[src/rtl/ps_setpoint_coef_scheduler.sv]
// ps_setpoint_coef_scheduler
// Commit-gated coefficient write queue with FIR toggle forwarding.
module ps_setpoint_coef_scheduler #(
  parameter int RESULT_COUNT       = 24,
  parameter int RESULT_COUNT_WIDTH = 5,
  parameter int DBUS_WIDTH         = 32,
  parameter int QUEUE_DEPTH        = 16,
  parameter int BUSY_CYCLES        = 40
) (
  input  logic                          clk,
  input  logic                          rst_n,
  input  logic                          cpuWriteStrobe,
  input  logic [1:0]                    cpuSelect,
  input  logic [RESULT_COUNT_WIDTH-1:0] cpuAddress,
  input  logic [DBUS_WIDTH-1:0]         cpuData,
  input  logic                          cpuCommit,
  input  logic                          cpuClearStatus,
  input  logic                          dinToggleIn,
  output logic                          dinToggleOut,
  output logic                          gainWriteStrobe,
  output logic                          ffbClipWriteStrobe,
  output logic                          psOffsetWriteStrobe,
  output logic                          psClipWriteStrobe,
  output logic [RESULT_COUNT_WIDTH-1:0] writeAddress,
  output logic [DBUS_WIDTH-1:0]         writeData,
  output logic [7:0]                    status,
  output logic [$clog2(QUEUE_DEPTH):0]  queueCount
);

  localparam int AW = $clog2(QUEUE_DEPTH);
  localparam int QW = AW + 1;
  localparam int CW = $clog2(BUSY_CYCLES);
  localparam int EW = 2 + RESULT_COUNT_WIDTH + DBUS_WIDTH;

  if (BUSY_CYCLES < RESULT_COUNT + 8) begin : g_bad_busy
    $error("BUSY_CYCLES shorter than a computation burst");
  end

  typedef enum logic [1:0] {
    IDLE,
    BUSY,
    DRAIN
  } state_t;

  state_t                  state_q, state_d;
  logic [EW-1:0]           mem_q [QUEUE_DEPTH];
  logic [AW-1:0]           wptr_q, wptr_d;
  logic [AW-1:0]           rptr_q, rptr_d;
  logic [QW-1:0]           count_q, count_d;
  logic [QW-1:0]           committed_q, committed_d;
  logic [CW-1:0]           cnt_q, cnt_d;
  logic                    track_q, track_d;
  logic                    tout_q, tout_d;
  logic                    held_q, held_d;
  logic                    ovf_q, ovf_d;
  logic                    lost_q, lost_d;
  logic                    lost_set;
  logic [3:0]              strb_q, strb_d;
  logic [RESULT_COUNT_WIDTH-1:0] addr_q, addr_d;
  logic [DBUS_WIDTH-1:0]   data_q, data_d;

  logic                    full, push, pop, edge_in;
  logic [1:0]              head_sel;
  logic [RESULT_COUNT_WIDTH-1:0] head_addr;
  logic [DBUS_WIDTH-1:0]   head_data;

  assign full    = (count_q == QW'(QUEUE_DEPTH));
  assign push    = cpuWriteStrobe && !full;
  assign pop     = (state_q == DRAIN) && (committed_q != '0);
  assign edge_in = dinToggleIn ^ track_q;
  assign {head_sel, head_addr, head_data} = mem_q[rptr_q];

  assign wptr_d  = wptr_q + AW'(push);
  assign rptr_d  = rptr_q + AW'(pop);
  assign count_d = count_q + QW'(push) - QW'(pop);
  assign ovf_d   = (cpuWriteStrobe && full) || (ovf_q && !cpuClearStatus);
  assign lost_d  = lost_set || (lost_q && !cpuClearStatus);

  // Queue storage; occupancy is tracked by the pointers, not the data.
  always_ff @(posedge clk) begin
    if (push) begin
      mem_q[wptr_q] <= {cpuSelect, cpuAddress, cpuData};
    end
  end

  // Scheduler: toggle forwarding has priority, drains run only when idle.
  always_comb begin
    state_d     = state_q;
    cnt_d       = cnt_q;
    track_d     = track_q;
    tout_d      = tout_q;
    held_d      = held_q;
    lost_set    = 1'b0;
    strb_d      = '0;
    addr_d      = addr_q;
    data_d      = data_q;
    committed_d = committed_q - QW'(pop);
    if (cpuCommit) begin
      committed_d = count_d;
    end
    unique case (state_q)
      IDLE: begin
        if (held_q || edge_in) begin
          track_d = dinToggleIn;
          held_d  = 1'b0;
          if (held_q && edge_in) begin
            lost_set = 1'b1;
          end else begin
            tout_d  = ~tout_q;
            state_d = BUSY;
            cnt_d   = CW'(BUSY_CYCLES - 1);
          end
        end else if (committed_q != '0) begin
          state_d = DRAIN;
        end
      end
      BUSY: begin
        if (edge_in) begin
          track_d = dinToggleIn;
          tout_d  = ~tout_q;
          cnt_d   = CW'(BUSY_CYCLES - 1);
        end else if (cnt_q == '0) begin
          state_d = IDLE;
        end else begin
          cnt_d = cnt_q - 1'b1;
        end
      end
      DRAIN: begin
        if (pop) begin
          strb_d[head_sel] = 1'b1;
          addr_d = head_addr;
          data_d = head_data;
        end
        if (edge_in) begin
          track_d = dinToggleIn;
          held_d  = ~held_q;
          if (held_q) begin
            lost_set = 1'b1;
          end
        end
        if (committed_d == '0) begin
          state_d = IDLE;
        end
      end
      default: state_d = IDLE;
    endcase
  end

  // State and output registers.
  always_ff @(posedge clk or negedge rst_n) begin
    if (!rst_n) begin
      state_q     <= IDLE;
      wptr_q      <= '0;
      rptr_q      <= '0;
      count_q     <= '0;
      committed_q <= '0;
      cnt_q       <= '0;
      track_q     <= 1'b0;
      tout_q      <= 1'b0;
      held_q      <= 1'b0;
      ovf_q       <= 1'b0;
      lost_q      <= 1'b0;
      strb_q      <= '0;
      addr_q      <= '0;
      data_q      <= '0;
    end else begin
      state_q     <= state_d;
      wptr_q      <= wptr_d;
      rptr_q      <= rptr_d;
      count_q     <= count_d;
      committed_q <= committed_d;
      cnt_q       <= cnt_d;
      track_q     <= track_d;
      tout_q      <= tout_d;
      held_q      <= held_d;
      ovf_q       <= ovf_d;
      lost_q      <= lost_d;
      strb_q      <= strb_d;
      addr_q      <= addr_d;
      data_q      <= data_d;
    end
  end

  assign dinToggleOut        = tout_q;
  assign gainWriteStrobe     = strb_q[0];
  assign ffbClipWriteStrobe  = strb_q[1];
  assign psOffsetWriteStrobe = strb_q[2];
  assign psClipWriteStrobe   = strb_q[3];
  assign writeAddress        = addr_q;
  assign writeData           = data_q;
  assign queueCount          = count_q;
  assign status = {3'b000, lost_q, ovf_q, state_q == DRAIN,
                   committed_q != '0, full};

endmodule

[config.mk]
export PLATFORM = sky130hd
export DESIGN_NAME = ps_setpoint_coef_scheduler
export DESIGN_NICKNAME = d
export VERILOG_FILES = /design/src/rtl/ps_setpoint_coef_scheduler.sv
export SDC_FILE = /design/constraint.sdc
export NUM_CORES = 1
export LEC_CHECK = 0
export ABC_AREA = 1
export CAP_MARGIN = 20
export CORE_ASPECT_RATIO = 1.5
export CORE_MARGIN = 2
export CORE_UTILIZATION = 47
export DETAILED_ROUTE_END_ITERATION = 10
export GPL_ROUTABILITY_DRIVEN = 1
export HOLD_SLACK_MARGIN = 0.1
export PLACE_DENSITY = 0.74
export SLEW_MARGIN = 20
export SYNTH_ARGS = -nofsm -noshare
export SYNTH_HDL_FRONTEND = slang
export SYNTH_SLANG_ARGS = --single-unit
export TNS_END_PERCENT = 10
[constraint.sdc]
create_clock -name clk -period 4 [get_ports clk]
set_clock_uncertainty 0.15 [all_clocks]
set_input_delay 1.2 -clock clk [delete_from_list [all_inputs] [get_ports clk]]
set_output_delay 1.2 -clock clk [all_outputs]
set_load 0.005 [all_outputs]
# ---- Yosys cells after proc, flatten, opt, wreduce, memory -nomap -nowiden
# Memories as Yosys holds them, arrays and structs flattened.
# Cells that the tools add are included.
dict set report classes {
  bitwise 3
  reduce_logical 26
  n_shift 0
  mul 0
  magnitude_cmp 2
  eq_ne 14
  div_mod_pow 0
  mux 34
  n_addsub 6
}
# operator count
set op_table {}
lappend op_table {{$mux 6} 4}
lappend op_table {{$mux 1} 14}
lappend op_table {{$mux 2} 6}
lappend op_table {{$pmux 6 s2} 1}
lappend op_table {{$ne 2x2->1 const B} 5}
lappend op_table {{$sub 5x1->5} 2}
lappend op_table {{$ne 3x3->1 const B} 3}
lappend op_table {{$add 4x1->4} 2}
lappend op_table {{$mux 4} 2}
lappend op_table {{$pmux 1 s2} 4}
lappend op_table {{$reduce_and 4->1} 2}
lappend op_table {{$logic_and 1x1->1} 7}
lappend op_table {{$logic_not 6->1} 1}
lappend op_table {{$ne 2x1->1 const B} 3}
lappend op_table {{$pmux 2 s3} 1}
lappend op_table {{$reduce_and 3->1} 2}
lappend op_table {{$reduce_bool 2->1} 3}
lappend op_table {{$sub 6x1->6 const B} 1}
lappend op_table {{$add 5x1->5} 1}
lappend op_table {{$eq 5x5->1 const B} 1}
lappend op_table {{$logic_not 5->1} 1}
lappend op_table {{$mux 5} 1}
lappend op_table {{$reduce_and 5->1} 1}
lappend op_table {{$reduce_bool 5->1} 1}
lappend op_table {{12 further kinds} 16}
dict set report word_totals {
  reg_bits 72
  output_inout_bits 55
  input_bits 45
  mem_bits_ro 0
  ram_bits 624
  n_memories 1
  latch_bits 0
}
# name depth word_bits rd rd_ports_with_merged_regs write_ports line_no
set mem_list {}
lappend mem_list {mem_q 16 39 1 0 1 46} ;# logic [EW-1:0] mem_q [QUEUE_DEPTH];

# ---- Logic depth before layout (Yosys ltp)
# Gate-level depths: netlist of run 1.
dict set report depth {
  depth_word 9
  depth_mapped 20
  ltp_nobuf 20
}

# ---- Worst setup path before layout of run 1
# OpenSTA, ideal clock, no wires.
dict set report synth_path {
  path_type {input port to flip-flop}
  startpoint {input port cpuWriteStrobe}
  endpoint {memory mem_q[0][0] in the netlist's numbering (enable)}
  n_path_buf 0
  arrival_ps 3317
  slack_ps 98
  path_stages 4
  setup_time_ps 435
  cell_sequence {inv_1 > nor2_1 > nand3_1 > nor2_1}
}
dict set report synth_between {
  elab_chain_len 3
}
# item line_no
set synth_lines {}
lappend synth_lines {{start: declaration} 12} ;# input logic cpuWriteStrobe,
lappend synth_lines {{$logic_and 1x1->1} 68} ;# assign push = cpuWriteStrobe && !full;
lappend synth_lines {{$mux 1} 81} ;# if (push) begin
lappend synth_lines {{$mux 1 (implied by the code)} 82} ;# mem_q[wptr_q] <= {cpuSelect, cpuAddress, cpuData};
lappend synth_lines {{end: declaration} 46}
# No other way between the ends.

# ---- Worst setup path in the final report of run 1
dict set report layout_path {
  startpoint {input port cpuWriteStrobe}
  endpoint {register state_q[0]}
}
dict set report layout_between {
  elab_chain_len 7
}
# item line_no
set layout_lines {}
lappend layout_lines {{$logic_and 1x1->1} 68}
lappend layout_lines {{$add 5x1->5} 75} ;# assign count_d = count_q + QW'(push) - QW'(pop);
lappend layout_lines {{$sub 5x1->5} 75}
lappend layout_lines {{net count_d[2]} 49} ;# logic [QW-1:0] count_q, count_d;
lappend layout_lines {{$mux 5} 98} ;# if (cpuCommit) begin
lappend layout_lines {{$logic_not 5->1} 141} ;# if (committed_d == '0) begin
lappend layout_lines {{$ne 2x1->1 (no source line)} -}
lappend layout_lines {{$reduce_and 5->1 (no source line)} -}
lappend layout_lines {{end signal: assignment} 167} ;# state_q <= state_d;
lappend layout_lines {{end: declaration} 45} ;# state_t state_q, state_d;
# The timed path passes the listed nets, and every way through them passes these cells.
# A chain may end at the register's enable or synchronous reset.

==> results of run 1 <==
-- cells in the final DEF, fill, tap and decap left out, drive strengths merged, types with 3 or more instances in the layout --
cell and instances:
xor2 10, clkinvlp 7, nand3 138, clkinv 19, bufinv 4, buf 57
o21ai 136, a21oi 156, o22ai 40, mux2i 37, nand2 542, clkbuf 75
ha 17, dfrtp 72, nor2 125, inv 90, nor3 40, o211ai 41
edfxtp 624, conb 3, clkdlybuf4s50 95
-- area by class of cell --
type,count,area share
flip-flops and latches,696,0.6501
multi-input cells,1294,0.2005
clock buffers,75,0.04956
repair buffers,152,0.04916
well taps,770,0.03048
inverters,86,0.01037
clock inverters,34,0.009817
-- critical path, stage by stage --
cell                              delay [ns]
sky130_fd_sc_hd__clkdlybuf4s50_1        0.48
sky130_fd_sc_hd__inv_1                  0.04
sky130_fd_sc_hd__nor2_1                 0.15
sky130_fd_sc_hd__inv_1                  0.06
sky130_fd_sc_hd__ha_1                   0.27
sky130_fd_sc_hd__inv_1                  0.04
sky130_fd_sc_hd__ha_1                   0.20
sky130_fd_sc_hd__fa_1                   0.43
sky130_fd_sc_hd__xor2_1                 0.19
sky130_fd_sc_hd__o21ai_0                0.24
sky130_fd_sc_hd__nand2_1                0.08
sky130_fd_sc_hd__nor2_1                 0.11
sky130_fd_sc_hd__nand2_1                0.05
sky130_fd_sc_hd__nand2_1                0.09
sky130_fd_sc_hd__nand2_1                0.08
sky130_fd_sc_hd__nand2_1                0.06
sky130_fd_sc_hd__nand2_1                0.05
-- sequential cells by signal (all words and copies together) (netlist names) --
| register | flops |
|---|---|
| writeAddress | 5 |
| held_q | 1 |
| state_q | 2 |
| writeData | 32 |
| dinToggleOut | 1 |
| mem_q | 624 |
| lost_q | 1 |
| strb_q | 4 |
| cnt_q | 6 |
| track_q | 1 |
| committed_q | 5 |
| queueCount | 5 |
| wptr_q | 4 |
| rptr_q | 4 |
| ovf_q | 1 |
-- per-layer routing --
metal / vias to the layer above / GRT usage / routed length (µm)
li1: 7964 / - / -
met3: 156 / 0.02529 / 4585
met5: - / 0 / 16
met2: 794 / 0.3949 / 34840
met4: 4 / 0.09002 / 2524
met1: 8615 / 0.2664 / 25030
-- logic make-up (layout without fill, tap and decap cells) --
family / count (synthesis) / in the layout
AOI/OAI and AO/OA: 376 / 376
xor gates and xnor gates: 12 / 12
adders and majority gates: 18 / 18
buffers and inverters: 215 / 347
DFF: 696 / 696
muxes: 38 / 38
other: 1 / 3
and+or+nand+nor: 847 / 847
-- path summary, 6_finish.rpt --
check	from	depth (start not counted)	slack (ns)	to
hold / removal	dinToggleOut	1	0.32	dinToggleOut
setup reg to reg	queueCount[2]	20	0.87	state_q[0]
min in group asynchronous	rst_n	1	0.47	writeAddress[2]
setup / recovery	cpuWriteStrobe	17	0.53	state_q[0]
hold reg to reg	dinToggleOut	1	0.32	dinToggleOut
max in group asynchronous	rst_n	2	2.50	writeData[14]
-- metrics by stage --
stage            util  instances  area, µm²  setup slack (ns)
2_1_floorplan       -       2205      27680           0.09795
3_3_place_gp   0.5117       2998      29730           -0.1429
3_5_place_dp   0.5117       2998      29730          -0.09140
4_1_cts        0.5440       3107      31610            0.5016
5_1_grt        0.5440       3107      31610            0.2456
6_report       0.5440       3107      31610            0.5257
-- report_power, final --
group	internal, µW	total (µW)	switching (µW)
clock network	3050	5640	2590
registers	8940	9370	432
logic	2420	7500	5070
total	14400	22500	8090
==> metrics list, run 1 <==
- In this run the worst path has a maximum fanout of 3.
* Overall routing resource usage: 0.2185
- Outcome: completed
- Setup violations remaining at the end of the flow were counted as 0.
- Number of antenna violations at the first check in global routing: 2
- Yosys warning total: 0
* Number of clock buffers inserted by TritonCTS: 59
- Ys flop type: sky130_fd_sc_hd__edfxtp_1
* Clock transition at the register clock pins on the worst setup and hold paths after CTS: 0.07 ns
- WP data arrival: 3.81 ns
- The floorplan step set the die width to 202.1 µm.
* Post-Synth Simple-Gate Area: 0.1234
- Setup repair after global routing left no endpoint under its margin.
* XOR/XNOR Fraction of Synth Area: 0.004069
* Starting DRC count in detailed routing: 2023
* Mux cell area share after synthesis: 0.01379
- Subtracting the final worst setup slack from the clock period gives 3.474 ns.
- Once detailed placement completed, the half-perimeter wirelength came to 37.89 mm.
- Total I/O pin count: 100
* Worst Hold Slack: 0.3201 ns
* Final wirelength: 66.99 mm
- Of the cells placed in the final design, the portion with a size suffix greater than 1 is 0.07617.
- In the finished design, the share of the clock period the worst path needs comes to 0.8686.
* Classification of the worst setup path: in2reg
- For this run, the detailed router's first-pass iteration total came to 6.
- For this run, asynchronously set or reset flops after synthesis account for 0.1034.
- Cell taking the most area after synthesis: sky130_fd_sc_hd__edfxtp_1
- After synthesis, the largest family of logic cells by area is simple AND/OR/NAND/NOR gates.
* Element type at the critical path end: flop
- IO buf count: 96
- Register bit count reported by yosys: 696
- Total DRC errors in the routed layout: 0
* Number of nets in the finished design: 2352
* PD cells: 711.9 nW/µm²
* FF+latch area: 20550 µm²
- The count of final max-slew check failures came to 0.
- In this run the deepest clock path goes through 3 buffers.
* Slew at the pin closest to its max-slew limit: 0.9489 ns
- Average wire length per cell after detail routing: 21.56 µm
- Maximum frequency from static timing analysis: 287.8 MHz
* Layout area overhead: 14.21%
* Clock root buffer: sky130_fd_sc_hd__clkbuf_16
* Number of rows created at floorplan: 108
- Biggest area contributors in the synthesized netlist: sky130_fd_sc_hd__edfxtp_1, sky130_fd_sc_hd__nand2_1, sky130_fd_sc_hd__dfrtp_1, sky130_fd_sc_hd__a21oi_1, sky130_fd_sc_hd__nand3_1
* Total number of H-tree levels: 2
* Diodes inserted: 0
* Total design power: 22500 µW
* Headroom to the max-slew limit: 0.3667
* Cell area after synthesis: 27670 µm²
- Fraction of synthesized cell area taken by the top area cell type: 0.6771
- Number of nets with antenna violations after detailed routing: 0
- Synth Area in Adders: 0.008409
* Most repeated cell in the gate-level netlist after synthesis: sky130_fd_sc_hd__edfxtp_1
- Final hold vios: 0
- Number of hold-repair buffers added at the cts stage: 0
* TritonCTS Sinks: 696
- Clock latency of the later-clocked register in the worst-skew pair: 0.60 ns
* Pin count of the biggest net entering global routing: 105
- In this run, synthesis inferred 624 flip-flops with an integrated enable.
- Die Area: 60880 µm²
* Yosys cell types: 34
* Avg Synthesized Cell Area: 12.56 µm²
- Most instantiated cells after synthesis: sky130_fd_sc_hd__edfxtp_1, sky130_fd_sc_hd__nand2_1, sky130_fd_sc_hd__a21oi_1
- The die is 301.2 µm tall.
- The first global-routing pass estimated 102.0 mm of wire.
* Buffers inserted during post-CTS setup optimization: 0
* Global placement routability congestion: 0.7985
- Core area: 58110 µm²
* Static leakage: 0.01136 µW
- Across the run, the number of max-cap violations was 0.
- The routed layout has 17530 vias.
- Data on the critical path is required at its endpoint by 4.33 ns.
- Worst ir drop on vdd: 0.7766 mV
- Total area of multi-input combinational cells: 6337 µm²
* Mean number of vias per cell: 5.643
- Cell count after synthesis: 2203
- Startpoint type of the worst setup path: input pin
* Sum Neg Setup Slack: 0 ns
- The post-synthesis compound-gate area fraction came to 0.07415.
- Cts repair resizes: 0
- CTS tree: done
- The initial utilization of the core area, before any placement, comes to 0.4763.
* Via count of the first global-routing pass: 17630
* Hold/Removal Path Class: reg2reg
- Counting the fill cells in the layout gives 4627.
* Part of the Yosys area used for sequential elements: 0.7422
- Overflow after GRT: 0
Note: power is estimated with default switching activity, not from simulation.
==> run 2: changes to the inputs <==
CTS_CLUSTER_DIAMETER = 50   (was default)
==> metrics list, run 2 (synthesis gave the netlist of run 1 again) <==
- The layout overhead on the synthesized area was 15.06% (was 14.21%).
- The total number of vias was 17610 (was 17530).
- Number of rows created at floorplan: 108 (unchanged)
- The first-pass iteration count of the detailed router is 7 (was 6).
* Required time of the worst setup path: 2.65 ns (was 4.33 ns)
* Number of nets with antenna violations after detailed routing: 0 (unchanged)
- Overflow after GRT: 0 (unchanged)
- The final antenna diode count is 0 (unchanged).
- The endpoint arrival time on the critical path is 2.14 ns (was 3.81 ns).
- The count of final max-slew check failures is 0 (unchanged).
- The number of hold violations in the final report came to 0 (unchanged).
- CTS tree: done (unchanged)
- Total design power: 23050 µW (was 22500 µW)
* Sum Neg Setup Slack: 0 ns (unchanged)
* Clock root buffer: sky130_fd_sc_hd__clkbuf_16 (unchanged)
* Average wire length per cell after detail routing: 21.48 µm (was 21.56 µm)
* Clock transition at the register clock pins on the worst setup and hold paths after CTS: 0.07 ns (about the same)
* Total DRC errors in the routed layout: 0 (unchanged)
* Outcome: completed (unchanged)
- Effective utilization at floorplan: 0.4763 (unchanged)
- PD cells: 724.1 nW/µm² (was 711.9 nW/µm²)
- Hold/Removal Path Class: reg2reg (unchanged)
* Starting DRC count in detailed routing: 1996 (was 2023)
- The vertical extent of the die came to 301.2 µm (unchanged).
* IO buf count: 96 (unchanged)
- Total number of H-tree levels: 2 (unchanged)
* Maximum frequency from static timing analysis: 286.7 MHz (was 287.8 MHz)
- The sort of element at the start of the critical path is a flop (was input pin).
* Most flop-heavy register: mem_q (unchanged)
- The deepest clock path buffer count is 3 (unchanged).
- The first-pass GRT wire length came to 101.8 mm (was 102.0 mm).
- The share of layout cells above drive strength 1 was 0.07863 (was 0.07617).
- Top library cells by usage in the layout, fill and taps aside: sky130_fd_sc_hd__edfxtp_1, sky130_fd_sc_hd__nand2_1, sky130_fd_sc_hd__a21oi_1, sky130_fd_sc_hd__nand3_1, sky130_fd_sc_hd__o21ai_0 (unchanged).
- Slew at the pin closest to its max-slew limit: 0.9533 ns (was 0.9489 ns)
- Number of nets in the finished design: 2354 (was 2352)
- The area of the core region is 58110 µm² (unchanged).
* Chip width: 202.1 µm (unchanged)
- Headroom to the max-slew limit: 0.3638 (was 0.3667)
* Clock latency of the later-clocked register in the worst-skew pair: 0.61 ns (was 0.60 ns)
- Max FO, Critical Path: 3 (unchanged)
- Overall routing resource usage: 0.2179 (was 0.2185)
- Number of clock buffers inserted by TritonCTS: 61 (was 59)
* Final number of setup-violating endpoints: 0 (unchanged)
- The non-filler instance count after layout was 3110 (was 3107).
- Total I/O pin count: 100 (unchanged)
* Static leakage: 0.01149 µW (was 0.01136 µW)
* Number of flip-flops in the largest register: 624 (unchanged)
- Placed instance count: 2998 (unchanged)
* Via count of the first global-routing pass: 17580 (was 17630)
* Most common cell after layout, fill and taps aside: sky130_fd_sc_hd__edfxtp_1 (unchanged)
* TritonCTS Sinks: 696 (unchanged)
* Element type at the critical path end: output port (was flop)
* Die Area: 60880 µm² (unchanged)
* RSZ-0062 raised after global routing: no (unchanged)
- The number of max-cap violations came to 0 (unchanged).
* Pin count of the biggest net entering global routing: 105 (unchanged)
- The share of the clock period used by the worst path came to 0.8720 (was 0.8686).
- The final wirelength came to 66.80 mm (was 66.99 mm).
* Classification of the worst setup path: reg2out (was in2reg)
* Worst ir drop on vdd: 0.7831 mV (was 0.7766 mV)
* Mean number of vias per cell: 5.663 (was 5.643)
- Number of antenna violations at the first check in global routing: 2 (unchanged)
- Global placement routability congestion: 0.7985 (unchanged)
- Buffers inserted during post-CTS setup optimization: 0 (unchanged)
- The number of gates resized after cts was 0 (unchanged).
- Detailed placement HPWL: 37.89 mm (unchanged)
* Number of hold-repair buffers added at the cts stage: 0 (unchanged)
- The final critical-path required period was 3.488 ns (was 3.474 ns).
[run 2: cell types whose count changed in the layout (fill, tap and decap cells not counted), sizes merged]
| cell | before | now |
|---|---|---|
| bufinv | 4 | 11 |
| clkinv | 19 | 24 |
| inv | 90 | 89 |
| clkbuf | 75 | 73 |
| clkinvlp | 7 | 1 |
[run 2: routing by layer]
metal	routed length, µm	track usage	part of all wire	up-vias
li1	-	-	-	7979
met1	24750	0.2687	0.37	8670
met2	34770	0.3880	0.52	793
met3	4706	0.02820	0.070	165
met4	2556	0.08985	0.038	4
met5	19	0	0.00028	-
[run 2: metrics by stage]
stage	hold slack, ns	util	worst slack (ns)	area, µm²
final	0.3208	0.5480	0.5120	31840
after detailed placement	0.3153	0.5117	-0.09140	29730
after global routing	0.3514	0.5480	0.2324	31840
after floorplan	0.3147	-	0.09795	27680
after CTS	0.3270	0.5480	0.4753	31840
after global placement	0.3123	0.5117	-0.1429	29730
[run 2: worst max-delay path, cell delays in order (launching register included)]
cell and delay [ns]:
sky130_fd_sc_hd__dfrtp_1 0.40, sky130_fd_sc_hd__inv_1 0.09, sky130_fd_sc_hd__ha_1 0.15, sky130_fd_sc_hd__nand2_1 0.05
sky130_fd_sc_hd__nor3_1 0.26, sky130_fd_sc_hd__clkdlybuf4s50_1 0.57
[run 2: area by class of cell]
type	instances	area [µm²]
flip-flops and latches	696	20550
fillers	4591	26270
repair buffers	152	1554
inverters	86	327.8
well taps	770	963.4
clock buffers	73	1592
clock inverters	39	518.0
multi-input cells	1294	6337
[run 2: path summary, 6_finish.rpt]
path | startpoint | cells past startpoint | endpoint | slack (ns)
max | queueCount[2] | 5 | status[0] | 0.51
min | dinToggleOut | 1 | dinToggleOut | 0.32
max reg2reg | queueCount[2] | 20 | state_q[0] | 0.86
min reg2reg | dinToggleOut | 1 | dinToggleOut | 0.32
min in group asynchronous | rst_n | 1 | writeAddress[0] | 0.47
max in group asynchronous | rst_n | 2 | writeData[14] | 2.51
[run 2: power by group]
| group | total [µW] | internal [µW] | switching (µW) |
|---|---|---|---|
| registers | 9370 | 8940 | 435 |
| clock network | 6190 | 3570 | 2620 |
| logic | 7490 | 2420 | 5070 |
==> run 3: changes to the inputs <==
CORE_MARGIN = default   (was 2)
CTS_BUF_LIST = sky130_fd_sc_hd__clkbuf_8 sky130_fd_sc_hd__clkbuf_16   (was default)
==> metrics list, run 3 (synthesis gave the netlist of run 1 again) <==
- Global-route met1 utilization: 0.2719 (was 0.2687)
* Fraction of layout instances using a drive strength above 1: 0.07590 (was 0.07863)
* Final number of max-transition violations: 0 (unchanged)
- The number of global-route vias before repair was 17660 (was 17580).
- The commonest non-fill, non-tap cell in the layout is sky130_fd_sc_hd__edfxtp_1 (unchanged).
- Top library cells by usage in the layout, fill and taps aside: sky130_fd_sc_hd__edfxtp_1, sky130_fd_sc_hd__nand2_1, sky130_fd_sc_hd__a21oi_1, sky130_fd_sc_hd__nand3_1, sky130_fd_sc_hd__o21ai_0 (unchanged)
* Mean number of vias per cell: 5.636 (was 5.663)
* Met2 Track Usage GR: 0.3901 (was 0.3880)
- The setup violation total in the final timing report was 0 (unchanged).
- Overall routing resource usage: 0.2190 (was 0.2179)
- The data required time at the worst endpoint came to 4.35 ns (was 2.65 ns).
* Total DRC errors in the routed layout: 0 (unchanged)
- The total number of vias is 17490 (was 17610).
- Total number of H-tree levels: 2 (unchanged)
- Worst Hold Slack: 0.3276 ns (was 0.3208 ns)
- Longest Clk Path Bufs: 3 (unchanged)
- The number of gates resized after cts came to 0 (unchanged).
- The sort of element at the start of the critical path was an input pin (was flop).
- The worst setup path category is in2reg (was reg2out).
- TritonCTS Sinks: 696 (unchanged)
- Most Crowded Layer GR: met2 (unchanged)
* Effective utilization at floorplan: 0.4774 (was 0.4763)
* Number of rows created at floorplan: 108 (unchanged)
- The net total in the final layout came to 2347 (was 2354).
* Total area of multi-input combinational cells: 6337 µm² (unchanged)
* Max FO, Critical Path: 3 (unchanged)
- Filler cell count in the final layout: 4503 (was 4591)
- The share of the clock period used by the worst path was 0.8845 (was 0.8720).
- The first-pass iteration count of the detailed router came to 7 (unchanged).
- The maximum resistive drop on vdd came to 0.6738 mV (was 0.7831 mV).
* Global placement routability congestion: 0.8469 (was 0.7985)
* Outcome: completed (unchanged)
- Final min period: 3.538 ns (was 3.488 ns)
- Slew at the pin closest to its max-slew limit: 1.014 ns (was 0.9533 ns)
- The areal power density over the cells is 717.0 nW/µm² (was 724.1 nW/µm²).
- The sum of net half-perimeters after detailed placement is 36.97 mm (was 37.89 mm).
- The number of flip-flops under the largest register name was 624 (unchanged).
- Buffers inserted during post-CTS setup optimization: 0 (unchanged)
- The vertical extent of the die is 299.2 µm (was 301.2 µm).
* Headroom to the max-slew limit: 0.3240 (was 0.3638)
- The TritonCTS clock tree is done (unchanged).
- Static leakage: 0.01143 µW (was 0.01149 µW)
- Clock transition at the register clock pins on the worst setup and hold paths after CTS: 0.07 ns (about the same)
- Number of maximum-capacitance constraint violations: 0 (unchanged)
- Total I/O pin count: 100 (unchanged)
* Hold/Removal Path Class: reg2reg (unchanged)
- The number of hold violations in the final report is 0 (unchanged).
* Maximum frequency from static timing analysis: 282.7 MHz (was 286.7 MHz)
* FF+latch area: 20550 µm² (unchanged)
- Overflow after GRT: 0 (unchanged)
- Element type at the critical path end: flop (was output port)
* Clock latency of the later-clocked register in the worst-skew pair: 0.60 ns (was 0.61 ns)
- Most flop-heavy register: mem_q (unchanged)
* Clock root buffer: sky130_fd_sc_hd__clkbuf_16 (unchanged)
* RSZ-0062 raised after global routing: no (unchanged)
- Average wire length per cell after detail routing: 21.15 µm (was 21.48 µm)
- The chip width was 200.1 µm (was 202.1 µm).
* Number of antenna violations at the first check in global routing: 1 (was 2)
* Global routing usage on met3: 0.02979 (was 0.02820)
- Die Area: 59880 µm² (was 60880 µm²)
- Layout area overhead: 14.40% (was 15.06%)
* Total design power: 22700 µW (was 23050 µW)
* WP data arrival: 3.89 ns (was 2.14 ns)
* Number of hold-repair buffers added at the cts stage: 0 (unchanged)
* Starting DRC count in detailed routing: 1763 (was 1996)
- Final wirelength: 65.64 mm (was 66.80 mm)
- The first-pass GRT wire length was 100.8 mm (was 101.8 mm).
- The maximum number of pins on one net before global-route repair is 209 (was 105).
- Number of nets with antenna violations after detailed routing: 0 (unchanged)
* Core area: 57970 µm² (was 58110 µm²)
* IO buf count: 96 (unchanged)
- Number of clock buffers inserted by TritonCTS: 58 (was 61)
run 3: final cells by class:
cell class	instances	share of cell area
timing repair buffer	148	0.04656
inverter	86	0.01035
tap	770	0.03043
sequential	696	0.6491
antenna	1	0.00007905
clock inverter	43	0.01407
multi-input combinational	1294	0.2002
clock buffer	65	0.04925
run 3: final timing paths:
| path | from | slack [ns] | endpoint | cells after the start |
|---|---|---|---|---|
| setup / recovery | cpuWriteStrobe | 0.46 | state_q[0] | 17 |
| hold / removal | writeData[19] | 0.33 | writeData[19] | 2 |
| setup reg to reg | queueCount[2] | 0.83 | state_q[0] | 19 |
| hold reg to reg | writeData[19] | 0.33 | writeData[19] | 2 |
| max in group asynchronous | rst_n | 2.36 | rptr_q[0] | 1 |
| min in group asynchronous | rst_n | 0.58 | writeData[4] | 1 |
run 3: report_power, final:
| part | leakage (µW) | total, µW | switching, µW | internal [µW] |
|---|---|---|---|---|
| Sequential | 0.00652 | 9360 | 420 | 8940 |
| Clock | 0.00100 | 5890 | 2570 | 3320 |
| Combinational | 0.00390 | 7450 | 5040 | 2410 |
run 3: critical path, stage by stage:
cell                              delay (ns)
sky130_fd_sc_hd__clkdlybuf4s50_1        0.48
sky130_fd_sc_hd__inv_1                  0.05
sky130_fd_sc_hd__nor2_1                 0.17
sky130_fd_sc_hd__inv_1                  0.07
sky130_fd_sc_hd__ha_1                   0.28
sky130_fd_sc_hd__inv_1                  0.04
sky130_fd_sc_hd__ha_1                   0.21
sky130_fd_sc_hd__fa_1                   0.43
sky130_fd_sc_hd__xor2_1                 0.20
sky130_fd_sc_hd__o21ai_0                0.22
sky130_fd_sc_hd__nand2_1                0.08
sky130_fd_sc_hd__nor2_1                 0.12
sky130_fd_sc_hd__nand2_1                0.06
sky130_fd_sc_hd__nand2_1                0.09
sky130_fd_sc_hd__nand2_1                0.07
sky130_fd_sc_hd__nand2_1                0.06
sky130_fd_sc_hd__nand2_1                0.05
run 3: routing by layer:
layer / share of wire / wire [µm]
met2: 0.52 / 33820
met4: 0.030 / 1976
met5: 0 / 0
met3: 0.072 / 4708
met1: 0.38 / 25140
run 3: per-stage QoR:
stage / instances / utilization / setup TNS, ns / cell area (µm²) / setup slack, ns
finish: 3103 / 0.5461 / 0 / 31660 / 0.4622
global route: 3103 / 0.5461 / 0 / 31660 / 0.2376
CTS: 3102 / 0.5461 / 0 / 31660 / 0.4826
detailed placement: 2994 / 0.5115 / -0.2912 / 29650 / -0.1529
global placement: 2994 / 0.5115 / -0.2344 / 29650 / -0.1175
floorplan: 2205 / - / 0 / 27680 / 0.09795
